File: src/rtl/mem_pkg.sv
// rtl/mem_pkg.sv - shared types and constants for the fetch/LSU memory arbiter
package mem_pkg;

    localparam int MEM_DEPTH_DEFAULT = 2048;

    typedef enum logic [1:0] {
        SZ_B = 2'b00,
        SZ_H = 2'b01,
        SZ_W = 2'b10
    } size_e;

    typedef enum logic [2:0] {
        ST_IDLE,
        ST_RD,
        ST_WR,
        ST_RMW_RD,
        ST_RMW_WR,
        ST_RESP
    } state_e;

    typedef enum logic {
        REQ_FETCH = 1'b0,
        REQ_DATA  = 1'b1
    } req_e;

    function automatic logic [15:0] word_addr(input logic [31:0] addr);
        return addr[17:2];
    endfunction

endpackage

File: src/rtl/mem_lane_align.sv
// rtl/mem_lane_align.sv - little-endian load extract/extend and store lane merge
module mem_lane_align
    import mem_pkg::*;
(
    input  logic [31:0] i_word,
    input  logic [31:0] i_wdata,
    input  logic [1:0]  i_offset,
    input  logic [1:0]  i_size,
    input  logic        i_unsigned,
    output logic [31:0] o_load,
    output logic [31:0] o_merge
);

    logic [7:0]  w_byte;
    logic [15:0] w_half;

    always_comb begin
        w_byte = 8'h00;
        case (i_offset)
            2'd0:    w_byte = i_word[7:0];
            2'd1:    w_byte = i_word[15:8];
            2'd2:    w_byte = i_word[23:16];
            default: w_byte = i_word[31:24];
        endcase
        w_half = i_offset[1] ? i_word[31:16] : i_word[15:0];

        o_load = i_word;
        case (i_size)
            SZ_B:    o_load = {{24{~i_unsigned & w_byte[7]}}, w_byte};
            SZ_H:    o_load = {{16{~i_unsigned & w_half[15]}}, w_half};
            default: o_load = i_word;
        endcase
    end

    // Only the addressed lanes take new data; the rest come from the old word.
    always_comb begin
        o_merge = i_word;
        case (i_size)
            SZ_B: begin
                case (i_offset)
                    2'd0:    o_merge[7:0]   = i_wdata[7:0];
                    2'd1:    o_merge[15:8]  = i_wdata[7:0];
                    2'd2:    o_merge[23:16] = i_wdata[7:0];
                    default: o_merge[31:24] = i_wdata[7:0];
                endcase
            end
            SZ_H: begin
                if (i_offset[1]) begin
                    o_merge[31:16] = i_wdata[15:0];
                end else begin
                    o_merge[15:0] = i_wdata[15:0];
                end
            end
            default: o_merge = i_wdata;
        endcase
    end

endmodule

File: src/rtl/mem_arbiter.sv
// rtl/mem_arbiter.sv - shares one word RAM between fetch and load/store, byte/half stores as RMW
module mem_arbiter
    import mem_pkg::*;
#(
    parameter int MEM_DEPTH = MEM_DEPTH_DEFAULT
) (
    input  logic        clk,
    input  logic        rst,
    input  logic        if_req_valid,
    output logic        if_req_ready,
    input  logic [31:0] if_addr,
    output logic        if_rsp_valid,
    output logic [31:0] if_rsp_data,
    output logic        if_rsp_err,
    input  logic        d_req_valid,
    output logic        d_req_ready,
    input  logic        d_we,
    input  logic [1:0]  d_size,
    input  logic        d_unsigned,
    input  logic [31:0] d_addr,
    input  logic [31:0] d_wdata,
    output logic        d_rsp_valid,
    output logic [31:0] d_rsp_data,
    output logic        d_rsp_err,
    output logic        ram_wen,
    output logic        ram_ren,
    output logic [1:0]  ram_ben,
    output logic [15:0] ram_waddr,
    output logic [15:0] ram_raddr,
    output logic [31:0] ram_wdata,
    input  logic [31:0] ram_rdata
);

    localparam logic [31:0] DEPTH_W = 32'(MEM_DEPTH);

    state_e      r_state;
    state_e      w_state_nxt;
    req_e        r_last_grant;
    req_e        r_req;
    logic [15:0] r_word_addr;
    logic [1:0]  r_offset;
    logic [1:0]  r_size;
    logic        r_unsigned;
    logic        r_we;
    logic        r_err;
    logic [31:0] r_wdata;
    logic [31:0] r_if_data;
    logic [31:0] r_d_data;
    logic        r_if_err;
    logic        r_d_err;

    logic        w_grant_if;
    logic        w_grant_d;
    logic        w_accept;
    logic [31:0] w_sel_addr;
    logic [1:0]  w_sel_size;
    logic        w_sel_we;
    logic        w_range_err;
    logic        w_align_err;
    logic        w_sel_err;
    logic [31:0] w_load;
    logic [31:0] w_merge;
    logic [31:0] w_rsp_data;
    logic        w_rsp_fire;

    // Round-robin between the two requesters, only while idle and out of reset.
    always_comb begin
        w_grant_if = 1'b0;
        w_grant_d  = 1'b0;
        if (!rst && r_state == ST_IDLE) begin
            if (if_req_valid && d_req_valid) begin
                if (r_last_grant == REQ_FETCH) begin
                    w_grant_d = 1'b1;
                end else begin
                    w_grant_if = 1'b1;
                end
            end else begin
                w_grant_if = if_req_valid;
                w_grant_d  = d_req_valid;
            end
        end
    end

    assign if_req_ready = w_grant_if;
    assign d_req_ready  = w_grant_d;
    assign w_accept     = w_grant_if | w_grant_d;

    // A fetch is treated as an aligned word load.
    assign w_sel_addr  = w_grant_d ? d_addr : if_addr;
    assign w_sel_size  = w_grant_d ? d_size : SZ_W;
    assign w_sel_we    = w_grant_d & d_we;
    assign w_range_err = (|w_sel_addr[31:18]) || ({16'd0, word_addr(w_sel_addr)} >= DEPTH_W);

    always_comb begin
        w_align_err = 1'b1;
        case (w_sel_size)
            SZ_B:    w_align_err = 1'b0;
            SZ_H:    w_align_err = w_sel_addr[0];
            SZ_W:    w_align_err = |w_sel_addr[1:0];
            default: w_align_err = 1'b1;
        endcase
    end

    assign w_sel_err = w_range_err | w_align_err;

    mem_lane_align u_lane_align (
        .i_word     (ram_rdata),
        .i_wdata    (r_wdata),
        .i_offset   (r_offset),
        .i_size     (r_size),
        .i_unsigned (r_unsigned),
        .o_load     (w_load),
        .o_merge    (w_merge)
    );

    always_ff @(posedge clk) begin
        if (rst) begin
            r_state <= ST_IDLE;
        end else begin
            r_state <= w_state_nxt;
        end
    end

    // RAM strobes are gated by rst so an RMW interrupted by reset never writes.
    always_comb begin
        w_state_nxt = r_state;
        ram_ren     = 1'b0;
        ram_wen     = 1'b0;
        ram_raddr   = 16'd0;
        ram_waddr   = 16'd0;
        ram_wdata   = 32'd0;
        case (r_state)
            ST_IDLE: begin
                if (w_accept) begin
                    if (w_sel_err) begin
                        w_state_nxt = ST_RESP;
                    end else if (!w_sel_we) begin
                        w_state_nxt = ST_RD;
                    end else if (w_sel_size == SZ_W) begin
                        w_state_nxt = ST_WR;
                    end else begin
                        w_state_nxt = ST_RMW_RD;
                    end
                end
            end
            ST_RD: begin
                ram_ren     = !rst;
                ram_raddr   = r_word_addr;
                w_state_nxt = ST_RESP;
            end
            ST_WR: begin
                ram_wen     = !rst;
                ram_waddr   = r_word_addr;
                ram_wdata   = r_wdata;
                w_state_nxt = ST_RESP;
            end
            ST_RMW_RD: begin
                ram_ren     = !rst;
                ram_raddr   = r_word_addr;
                w_state_nxt = ST_RMW_WR;
            end
            ST_RMW_WR: begin
                ram_wen     = !rst;
                ram_waddr   = r_word_addr;
                ram_wdata   = w_merge;
                w_state_nxt = ST_RESP;
            end
            ST_RESP: begin
                w_state_nxt = ST_IDLE;
            end
            default: begin
                w_state_nxt = ST_IDLE;
            end
        endcase
    end

    assign ram_ben    = 2'b00;
    assign w_rsp_fire = !rst && (r_state == ST_RESP);
    assign w_rsp_data = (r_err || r_we) ? 32'd0 : w_load;

    assign if_rsp_valid = w_rsp_fire && (r_req == REQ_FETCH);
    assign d_rsp_valid  = w_rsp_fire && (r_req == REQ_DATA);
    assign if_rsp_data  = if_rsp_valid ? w_rsp_data : r_if_data;
    assign if_rsp_err   = if_rsp_valid ? r_err      : r_if_err;
    assign d_rsp_data   = d_rsp_valid  ? w_rsp_data : r_d_data;
    assign d_rsp_err    = d_rsp_valid  ? r_err      : r_d_err;

    always_ff @(posedge clk) begin
        if (rst) begin
            r_last_grant <= REQ_FETCH;
            r_req        <= REQ_FETCH;
            r_word_addr  <= 16'd0;
            r_offset     <= 2'd0;
            r_size       <= SZ_W;
            r_unsigned   <= 1'b0;
            r_we         <= 1'b0;
            r_err        <= 1'b0;
            r_wdata      <= 32'd0;
            r_if_data    <= 32'd0;
            r_if_err     <= 1'b0;
            r_d_data     <= 32'd0;
            r_d_err      <= 1'b0;
        end else begin
            if (w_accept) begin
                r_last_grant <= w_grant_d ? REQ_DATA : REQ_FETCH;
                r_req        <= w_grant_d ? REQ_DATA : REQ_FETCH;
                r_word_addr  <= word_addr(w_sel_addr);
                r_offset     <= w_sel_addr[1:0];
                r_size       <= w_sel_size;
                r_unsigned   <= w_grant_d & d_unsigned;
                r_we         <= w_sel_we;
                r_err        <= w_sel_err;
                r_wdata      <= d_wdata;
            end
            if (if_rsp_valid) begin
                r_if_data <= w_rsp_data;
                r_if_err  <= r_err;
            end
            if (d_rsp_valid) begin
                r_d_data <= w_rsp_data;
                r_d_err  <= r_err;
            end
        end
    end

endmodule

File: config.mk
export PLATFORM = sky130hd
export DESIGN_NAME = mem_arbiter
export DESIGN_NICKNAME = d
export VERILOG_FILES = /design/src/rtl/mem_pkg.sv /design/src/rtl/mem_lane_align.sv /design/src/rtl/mem_arbiter.sv
export SDC_FILE = /design/constraint.sdc
export NUM_CORES = 1
export LEC_CHECK = 0
export CORE_ASPECT_RATIO = 1.4
export CORE_UTILIZATION = 40
export CTS_BUF_LIST = sky130_fd_sc_hd__clkbuf_4
export DETAILED_ROUTE_END_ITERATION = 6
export HOLD_SLACK_MARGIN = 0.15
export PLACE_DENSITY = 0.77
export SLEW_MARGIN = 20
export SYNTH_ARGS = -nofsm -noshare
export SYNTH_HDL_FRONTEND = slang
export SYNTH_HIERARCHICAL = 1
export SYNTH_SLANG_ARGS = --single-unit
File: constraint.sdc
create_clock -name clk -period 1.85 [get_ports clk]
set_input_delay 0.185 -clock clk [delete_from_list [all_inputs] [get_ports clk]]
set_output_delay 0.185 -clock clk [all_outputs]
set_load 0.005 [all_outputs]
# Yosys cells after proc, flatten, opt, wreduce, memory -nomap -nowiden
# Cells that the tools add are included.
# word_totals
register_bits	125
latchBits	0
mem_bits_rw	0
mem_bits_ro	0
in_bits	136
out_inout_bits	138
wordCells	86
mem_count	0
# classes
n_addsub	0
n_mul	0
n_div	0
n_lt_le_gt_ge	1
n_eq_ne	11
shift	0
mux	35
bitwise	8
n_reduce_logical	18
# op_table
operator	count
case mux 32 bit (2 select lines)	3
two-way mux 32 bit	4
two-way mux 16 bit	5
two-way mux 8 bit	4
case mux 8 bit (3 select lines)	1
greater-or-equal comparator 16 x 12 -> 1 bit (second input constant)	1
OR reduction 14 bit	1
two-way mux 1 bit	12
case mux 3 bit (3 select lines)	1
== test 2 x 1 -> 1 bit (second input constant)	3
== test 3 x 2 -> 1 bit (second input constant)	2
== test 3 bit (second input constant)	2
zero test 2 bit	3
two-way mux 3 bit	2
OR reduction 2 bit	3
OR reduction 3 bit	2
logical AND 1 bit	5
bitwise AND 1 bit	4
== test 2 bit (second input constant)	2
two-way mux 2 bit	2
== test 3 x 1 -> 1 bit (second input constant)	1
zero test 3 bit	1
case mux 1 bit (3 select lines)	1
logical OR 1 bit	2
other kinds (4)	6

# Longest topological paths before layout
# Gate-level depths: netlist of run 1.
# logic_depth
word_depth	10
ltp_mapped	9
mapped_depth_nobuf	6

# By module
# Netlist of run 1, hierarchy kept.
# by_module_without_submodules
mod	instances	cells_per_inst	area_per_inst_um2	seq_area_each_um2
mem_arbiter	1	768	5828.1	2502.4
mem_lane_align	1	251	1928.1	0.0

# Least setup slack after synthesis of run 1
# Ideal clock, no wire load.
# synth_path
kind	register -> register
from	reg r_offset[1]
to	reg r_d_data[31]
setup_time_ns	0.127
t_arrival_ns	1.813
t_required_ns	1.723
path_slack_ns	-0.090
path_stages_with_launch	9
n_path_buf	2
period_less_slack_ns	1.940
cell_sequence	dfxtp_1 > buf_6 > mux2_4 > a31oi_4 > buf_4 > o22ai_1 > and2_1 > mux2_2 > nor2b_1
# synth_via
elab_chain_len	6
word_cells_on_any_way	10
cone_classes	eq/ne: 2; mux: 5; bitwise: 2; reduce/logical: 1
# synth_lines
element	line_no	text
start, declared	mem_arbiter.sv:41	logic [1:0] r_offset;
start signal, assigned	mem_arbiter.sv:208	r_offset <= w_sel_addr[1:0];
== test 2 bit, or another cell as far along	mem_lane_align.sv:19	case (i_offset)
case mux 8 bit (3 select lines)	mem_lane_align.sv:19	
bitwise AND 1 bit	mem_lane_align.sv:29	SZ_B: o_load = {{24{~i_unsigned & w_byte[7]}}, w_byte};
case mux 32 bit (2 select lines) (*)	mem_lane_align.sv:28	case (i_size)
named net w_load[31]	mem_arbiter.sv:61	logic [31:0] w_load;
two-way mux 32 bit (*)	mem_arbiter.sv:179	assign w_rsp_data = (r_err || r_we) ? 32'd0 : w_load;
two-way mux 32 bit (*)	n/a	
named net d_rsp_data[31]	mem_arbiter.sv:23	output logic [31:0] d_rsp_data,
end signal, assigned	mem_arbiter.sv:220	r_d_data <= w_rsp_data;
end, declared	mem_arbiter.sv:48	logic [31:0] r_d_data;
# The timed path passes the listed nets; every way through them passes the cells marked *.
# A chain may end at the register's enable or synchronous reset.

# Worst setup path after layout of run 1
# layout_path
from	reg r_offset[0]
to	out ram_wdata[16]
# layout_via
elab_chain_len	4
# layout_lines
element	line_no	text
== test 2 bit	mem_lane_align.sv:40	case (i_offset)
two-way mux 8 bit	mem_lane_align.sv:40	
case mux 32 bit (2 select lines)	mem_lane_align.sv:38	case (i_size)
named net w_merge[16]	mem_arbiter.sv:62	logic [31:0] w_merge;
case mux 32 bit (2 select lines)	mem_arbiter.sv:132	case (r_state)
end, declared	mem_arbiter.sv:30	output logic [31:0] ram_wdata,
# The timed path passes the listed nets, and every way through them passes these cells.

==> results.md, run 1 <==
* Outcome: complete, but fails checks
* Failing checks: design-rule violations, negative setup slack
* Final Hold Fails at 0
* Total wire length at 46.7 mm
* CP bufs+invs at 3
* CP Launch Type: flop
* Commonest non-fill, non-tap cell in the layout: nand2_1
* Area Overhead vs Synth at 99.6%
* CTS tree: yes
* Pins Over Slew Limit at 0
* WS Path Type: reg2out
* Post-synthesis cell area at 7760 um2
* Final net count at 1700
* Least-Margin Pin Slew at 0.910 ns
* Met3 Routed Length at 4.79 mm
* Peak supply drop at 0.628 mV
* Synthesized instance count at 1019
* GP Congestion at 0.903
* WL/cell at 25.6 um
* First-pass GRT wire length at 55.6 mm
* Final Core Density at 82.3%
* Initial Utilization at 41.2%
* Core area at 18800 um2
* Post-DP HPWL at 21.2 mm
* Global route total overflow at 0
* Ports at 274
* CP Data Required Time at 1.66 ns
* Fillers at 958
* Routed Antenna Nets at 0
* Pre-antenna DRT Iters at 7
* M1 wire length at 14.9 mm
* Setup Skew at 0.0270 ns
* CTS Buffer Depth at 2
* Worst-path clk slew at 0.13 ns
* Die span in x at 120 um
* Vias in the first global route at 10.6k
* Antenna violations before repair at 7
* Sinks on Clock Net at 125
* Share of post-route cells with drive strength above 1 at 52.0%
* Largest net degree at the start of global routing at 127
* CP max stage cell: dfxtp_4
* Synth Flop Type: dfxtp_1
* Post-synthesis average cell area at 7.61 um2
* Clk Latency, worst-skew pair at 0.63 ns
* Total chip power at 13800 uW
* Hold Crit Class: in2reg
* Metal2 WL at 22.1 mm
* Number of flops mapped to enable cells by yosys at 0
* Vias at 11.5k
* Critical path's top delay family: compound AO/OA/AOI/OAI gates
* Setup ws final at -0.927 ns
* Most frequent cells in the layout: nand2_1 (212), buf_4 (166), buf_6 (144)
* CP Capture Type: output port
* PD cells at 891 nW/um2
* Critical Path Fanout Max at 7
* Slowest stage delay, CP at 0.40 ns
* Die area at 20000 um2
* Slew HR at 38.8%
* Setup Viol. Count Final at 225
* Synth Warn # at 6
* Root buf cell: clkbuf_4
* Synth Register Bits at 125
* Crit path cell chain: buf_6 > nor2b_4 > buf_8 > mux2i_1 > o221ai_1 > a22o_1 > buf_2
* Ys async rst share at 0%
* Top Metal Used: met5
* Tcrit/Tclk final at 150%
* Sequential fraction of the synthesis area at 32.3%
* DRC at 2
* Vias per inst at 6.33
* FP Rows at 59
* IO Port Bufs at 271
* Aggregate global-route resource usage at 35.6%
* Peak Freq at 360 MHz
* Die outline height at 167 um
* H-Tree Depth at 4
* TritonCTS Buffers at 17
* Static leakage at 0.00689 uW
* RSZ-0062 raised after global routing: true
* Cell variety after synth at 57
* Max Cap Viol at 0
* Drt initial violations at 1385
* Crit path DAT at 2.59 ns
* Crit path time final at 2.78 ns
[stage by stage]
stage	cell area [um2]	TNS, ns	hold WS, ns	cells	setup WS [ns]
after global placement	11700	-53.12	0.449	1597	-0.741
after detailed placement	11700	-59.07	0.455	1597	-0.803
final	15500	-115.28	0.126	1824	-0.927
after CTS	13900	-75.38	0.153	1798	-0.747
after floorplan	7800	-0.525	0.301	1020	-0.0416
after global routing	15500	-125.54	0.105	1823	-0.959
[cell usage after synthesis (all sizes together) (2+ instances only)]
library cell  count  area, um2
o22ai            24        150
o21ai            11       58.8
nand2           286       1080
nand3            33        170
inv               8       30.0
a22o             33        298
nor3              6       30.0
dfxtp           125       2500
nor2             33        126
nor3b             2       25.0
clkbuf           47        178
a221o             8       80.1
a211oi            7       52.6
o221ai           17        149
a311oi           19        267
and2             24        150
nor4             10       77.6
mux2i            33        330
nand2b            6       37.5
or2              33        206
nand3b            2       15.0
o211ai            9       87.6
mux2             12        139
a21oi            99        495
nand4             2       12.5
a21o              2       15.0
nor2b            54        338
buf              42        277
o21a              2       15.0
and3b             9       78.8
a22oi             4       30.0
mux4              7        158
[layer usage]
metal / vias up / track usage [%]
li1: 4676 / -
met4: 2 / 26.1
met1: 5428 / 39.5
met3: 411 / 7.19
met5: - / 0
met2: 1025 / 60.0
[sequential cells by signal, indices dropped and copies added, names as in the netlist, 2 cells and up]
register / count
r_size: 2
r_state: 3
r_wdata: 32
r_word_addr: 16
r_d_data: 32
r_offset: 2
r_if_data: 32
[logic make-up (layout without fill, tap and decap cells)]
family	count (synthesis)	in the layout	share of synthesized area [%]
compound gates	241	244	22.7
buf+inv	97	649	6.24
flops	125	125	32.3
mux	52	52	8.08
other cells	1	7	0.0483
simple gates	503	503	30.7
[path summary, 6_finish.rpt]
kind,start,depth (start not counted),end,slack [ns]
setup reg to reg,r_offset[0]$_SDFFE_PP0P_,14,r_if_data[13]$_SDFF_PP0_,-0.76
hold reg to reg,r_d_data[20]$_SDFF_PP0_,2,r_d_data[20]$_SDFF_PP0_,0.47
hold / removal,d_wdata[11],3,r_wdata[11]$_SDFFE_PP0P_,0.13
setup / recovery,r_offset[0]$_SDFFE_PP0P_,7,ram_wdata[16],-0.93
[area by class of cell]
class	instances	area (um2)	area share [%]
sequential	125	2520	16.3
timing repair buffer	611	5940	38.4
clock buffer	20	150	0.970
clock inverter	10	171	1.11
antenna	5	12.5	0.0808
tap	244	305	1.97
multi-input combinational	801	6340	40.9
inverter	8	40.0	0.259
[worst min-delay path, delay by kind of cell]
family                 cells  cell delay (ns)
AOI/OAI and AO/OA          1             0.05
buffers and inverters      1             0.40
and+or+nand+nor            1             0.06
[what timing repair did]
item,in CTS,in global routing
setup endpoints to repair,146,222
buffers inserted,150,57
resized for setup,746,342
hold endpoints to repair,15,0
gates cloned,12,11
pin swaps,175,200
hold buffers,15,0
[power breakdown]
group	switching, uW	total (uW)	leakage (uW)	internal, uW
Sequential	345	3330	0.00102	2990
Clock	1180	2400	0.000175	1220
Combinational	4000	8060	0.00569	4060
Total	5520	13800	0.00689	8270
Power figures use the tool's default switching activity.
==> run 2, diff against run 1 <==
--- a/config.mk
+++ b/config.mk
@@ -9,8 +9,10 @@
 export CORE_UTILIZATION = 40
 export CTS_BUF_LIST = sky130_fd_sc_hd__clkbuf_4
 export DETAILED_ROUTE_END_ITERATION = 6
+export DONT_BUFFER_PORTS = 1
 export HOLD_SLACK_MARGIN = 0.15
-export PLACE_DENSITY = 0.77
+export PLACE_DENSITY = 0.58
+export SETUP_SLACK_MARGIN = 0.1
 export SLEW_MARGIN = 20
 export SYNTH_ARGS = -nofsm -noshare
 export SYNTH_HDL_FRONTEND = slang
==> run 2 against run 1 <==
Against the previous run: power fell by 22%; critical endpoint is now d_rsp_data[29]; the flow finishes with violations (negative hold slack, negative setup slack); register-to-register slack improved by 0.59 ns; wire length fell by 35%; sequential cell count unchanged; setup slack better by 0.39 ns; worst hold slack worse by 0.44 ns.
==> results.md, run 2 (same netlist as run 1, synthesis figures left out) <==
* CP Capture Type: output port
* Hold Crit Class: in2reg
* Fillers at 1723 (+80%)
* WHS at -0.315 ns (-0.441 ns)
* Routed Antenna Nets at 0 (unchanged)
* Die span in x at 120 um (unchanged)
* Crit path cell chain: nor2b_2 > a22o_4 > o22ai_1 > nand2_1 > or2_2 > nand2_1
* Setup WS pre-CTS at -0.168 ns (+0.635 ns)
* Sequential cell area at 2520 um2 (about the same)
* Slowest stage delay, CP at 0.39 ns (about the same)
* Total chip power at 10800 uW (-22%)
* Root buf cell: clkbuf_4
* Worst-path clk slew at 0.12 ns (about the same)
* Crit path time final at 2.39 ns (-0.390 ns)
* Setup Skew at 0.0243 ns (-0.00272 ns)
* Crit path DAT at 2.20 ns (-0.39 ns)
* Final net count at 1230 (-28%)
* Vias at 7996 (-31%)
* Footprint of the multi-input gates at 5850 um2 (-7.7%)
* Die area at 20000 um2 (unchanged)
* TritonCTS Buffers at 17 (unchanged)
* PD cells at 977 nW/um2 (+9.7%)
* Antenna violations before repair at 2 (-5)
* Final Core Density at 58.5% (-24 points)
* Peak Freq at 419 MHz (+16%)
* RSZ-0062 raised after global routing: true
* Placed cell area at 8260 um2 (-29%)
* Post-DP HPWL at 18.8 mm (-11%)
* Vias in the first global route at 7003 (-34%)
* Setup ws final at -0.537 ns (+0.390 ns)
* CP Launch Type: flop
* Share of post-route cells with drive strength above 1 at 38.9% (-13 points)
* Pre-antenna DRT Iters at 5 (-2)
* Area Overhead vs Synth at 42.0%
* CP bufs+invs at 0 (-3)
* Tcrit/Tclk final at 129% (-21 points)
* CTS Buffer Depth at 2 (unchanged)
* Top flop regs: r_d_data (32), r_if_data (32), r_wdata (32)
* Cell area after layout at 11000 um2 (-29%)
* WS Path Type: reg2out
* Critical Path Fanout Max at 8 (+1)
* CP Data Required Time at 1.66 ns (about the same)
* Peak supply drop at 0.548 mV (-13%)
* Max Cap Viol at 0 (unchanged)
* Aggregate global-route resource usage at 26.3% (-9.4 points)
* Final Hold Fails at 124 (+124)
* WL/cell at 22.5 um (-12%)
* Met3 Routed Length at 1.99 mm (-58%)
* Top Metal Used: met4
* H-Tree Depth at 4 (unchanged)
* CTS tree: yes
* Drt initial violations at 711 (-49%)
* Global route total overflow at 0 (unchanged)
* Slew HR at 58.5% (+20 points)
* Outcome: complete, but fails checks
* Pins Over Slew Limit at 0 (unchanged)
* Sinks on Clock Net at 125 (unchanged)
* Largest net degree at the start of global routing at 129 (+1.6%)
* Clk Latency, worst-skew pair at 0.55 ns (-0.08 ns)
* Vias per inst at 5.92 (-6.5%)
* Least-Margin Pin Slew at 0.617 ns (-0.293 ns)
* Static leakage at 0.00436 uW (-37%)
* Most frequent cells in the layout: nand2_1 (227), dfxtp_1 (118), a21oi_1 (85)
* M1 wire length at 11.6 mm (-23%)
* Die outline height at 167 um (unchanged)
* Setup TNS at -49.30 ns (+65.98 ns)
* FP Rows at 59 (unchanged)
* Commonest non-fill, non-tap cell in the layout: nand2_1
* Total wire length at 30.4 mm (-35%)
* First-pass GRT wire length at 40.4 mm (-27%)
* DRC at 0 (-2)
* CP max stage cell: dfxtp_4
* Metal2 WL at 15.7 mm (-29%)
* Initial Utilization at 41.2% (unchanged)
* Ports at 274 (unchanged)
* Critical path's top delay family: simple AND/OR/NAND/NOR gates
* Core area at 18800 um2 (unchanged)
* Failing checks: negative hold slack, negative setup slack
* GP Congestion at 0.882 (-2.4%)
* CP dominant cell by count: nand2_1
* IO Port Bufs at 0 (-100%)
* Setup Viol. Count Final at 165 (-27%)
[run 2: path summary, 6_finish.rpt]
path / startpoint / end / slack, ns / cells past startpoint
worst max-delay path: r_offset[1]$_SDFFE_PP0P_ / d_rsp_data[29] / -0.54 / 6
worst min-delay path: rst / r_word_addr[2]$_SDFFE_PP0P_ / -0.31 / 1
worst max register to register: r_state[1]$_SDFFE_PP0P_ / r_offset[1]$_SDFFE_PP0P_ / -0.17 / 12
worst min register to register: r_wdata[27]$_SDFFE_PP0P_ / r_wdata[27]$_SDFFE_PP0P_ / 0.47 / 2
[run 2: cell type report]
cell class / instances / area share (%)
Antenna cell: 2 / 0.0455
Tap cell: 244 / 2.77
Multi-Input combinational cell: 799 / 53.1
Sequential cell: 125 / 22.9
Clock inverter: 9 / 1.75
Clock buffer: 21 / 1.43
Inverter: 8 / 0.341
Timing Repair Buffer: 143 / 17.6
[run 2: worst register-to-register path: stages, from the launching register on]
cell and delay, ns:
dfxtp_2 0.35, buf_6 0.13, buf_12 0.12, buf_6 0.11, nor4_4 0.22, nand3_2 0.16, buf_6 0.15, buf_6 0.11
buf_6 0.12, buf_12 0.14, nand2_1 0.07, a311oi_1 0.09, buf_4 0.14
[run 2: through the flow]
stage	cells	hold WS, ns
finish	1351	-0.315
global route	1351	-0.357
CTS	1291	-0.361
detailed placement	1235	0.266
global placement	1235	0.266
floorplan	1020	0.301
[run 2: where the power goes]
group / internal (uW) / total [uW] / switching, uW
Sequential: 2990 / 3280 / 297
Combinational: 2440 / 5050 / 2610
Clock: 1380 / 2420 / 1040
Total: 6810 / 10800 / 3950
[run 2: layer usage]
layer	vias up	track usage [%]
met5	-	0
met4	0	12.8
met3	72	6.92
met2	345	44.4
met1	3848	30.5
li1	3731	-
[run 2: timing repair]
item	4_1_cts	5_1_grt
hold buffers	4	12
cloned	3	22
endpoints found under the setup margin	161	190
pin swaps	43	65
setup buffers	20	26
hold endpoints to repair	125	125
gates resized for setup	182	175
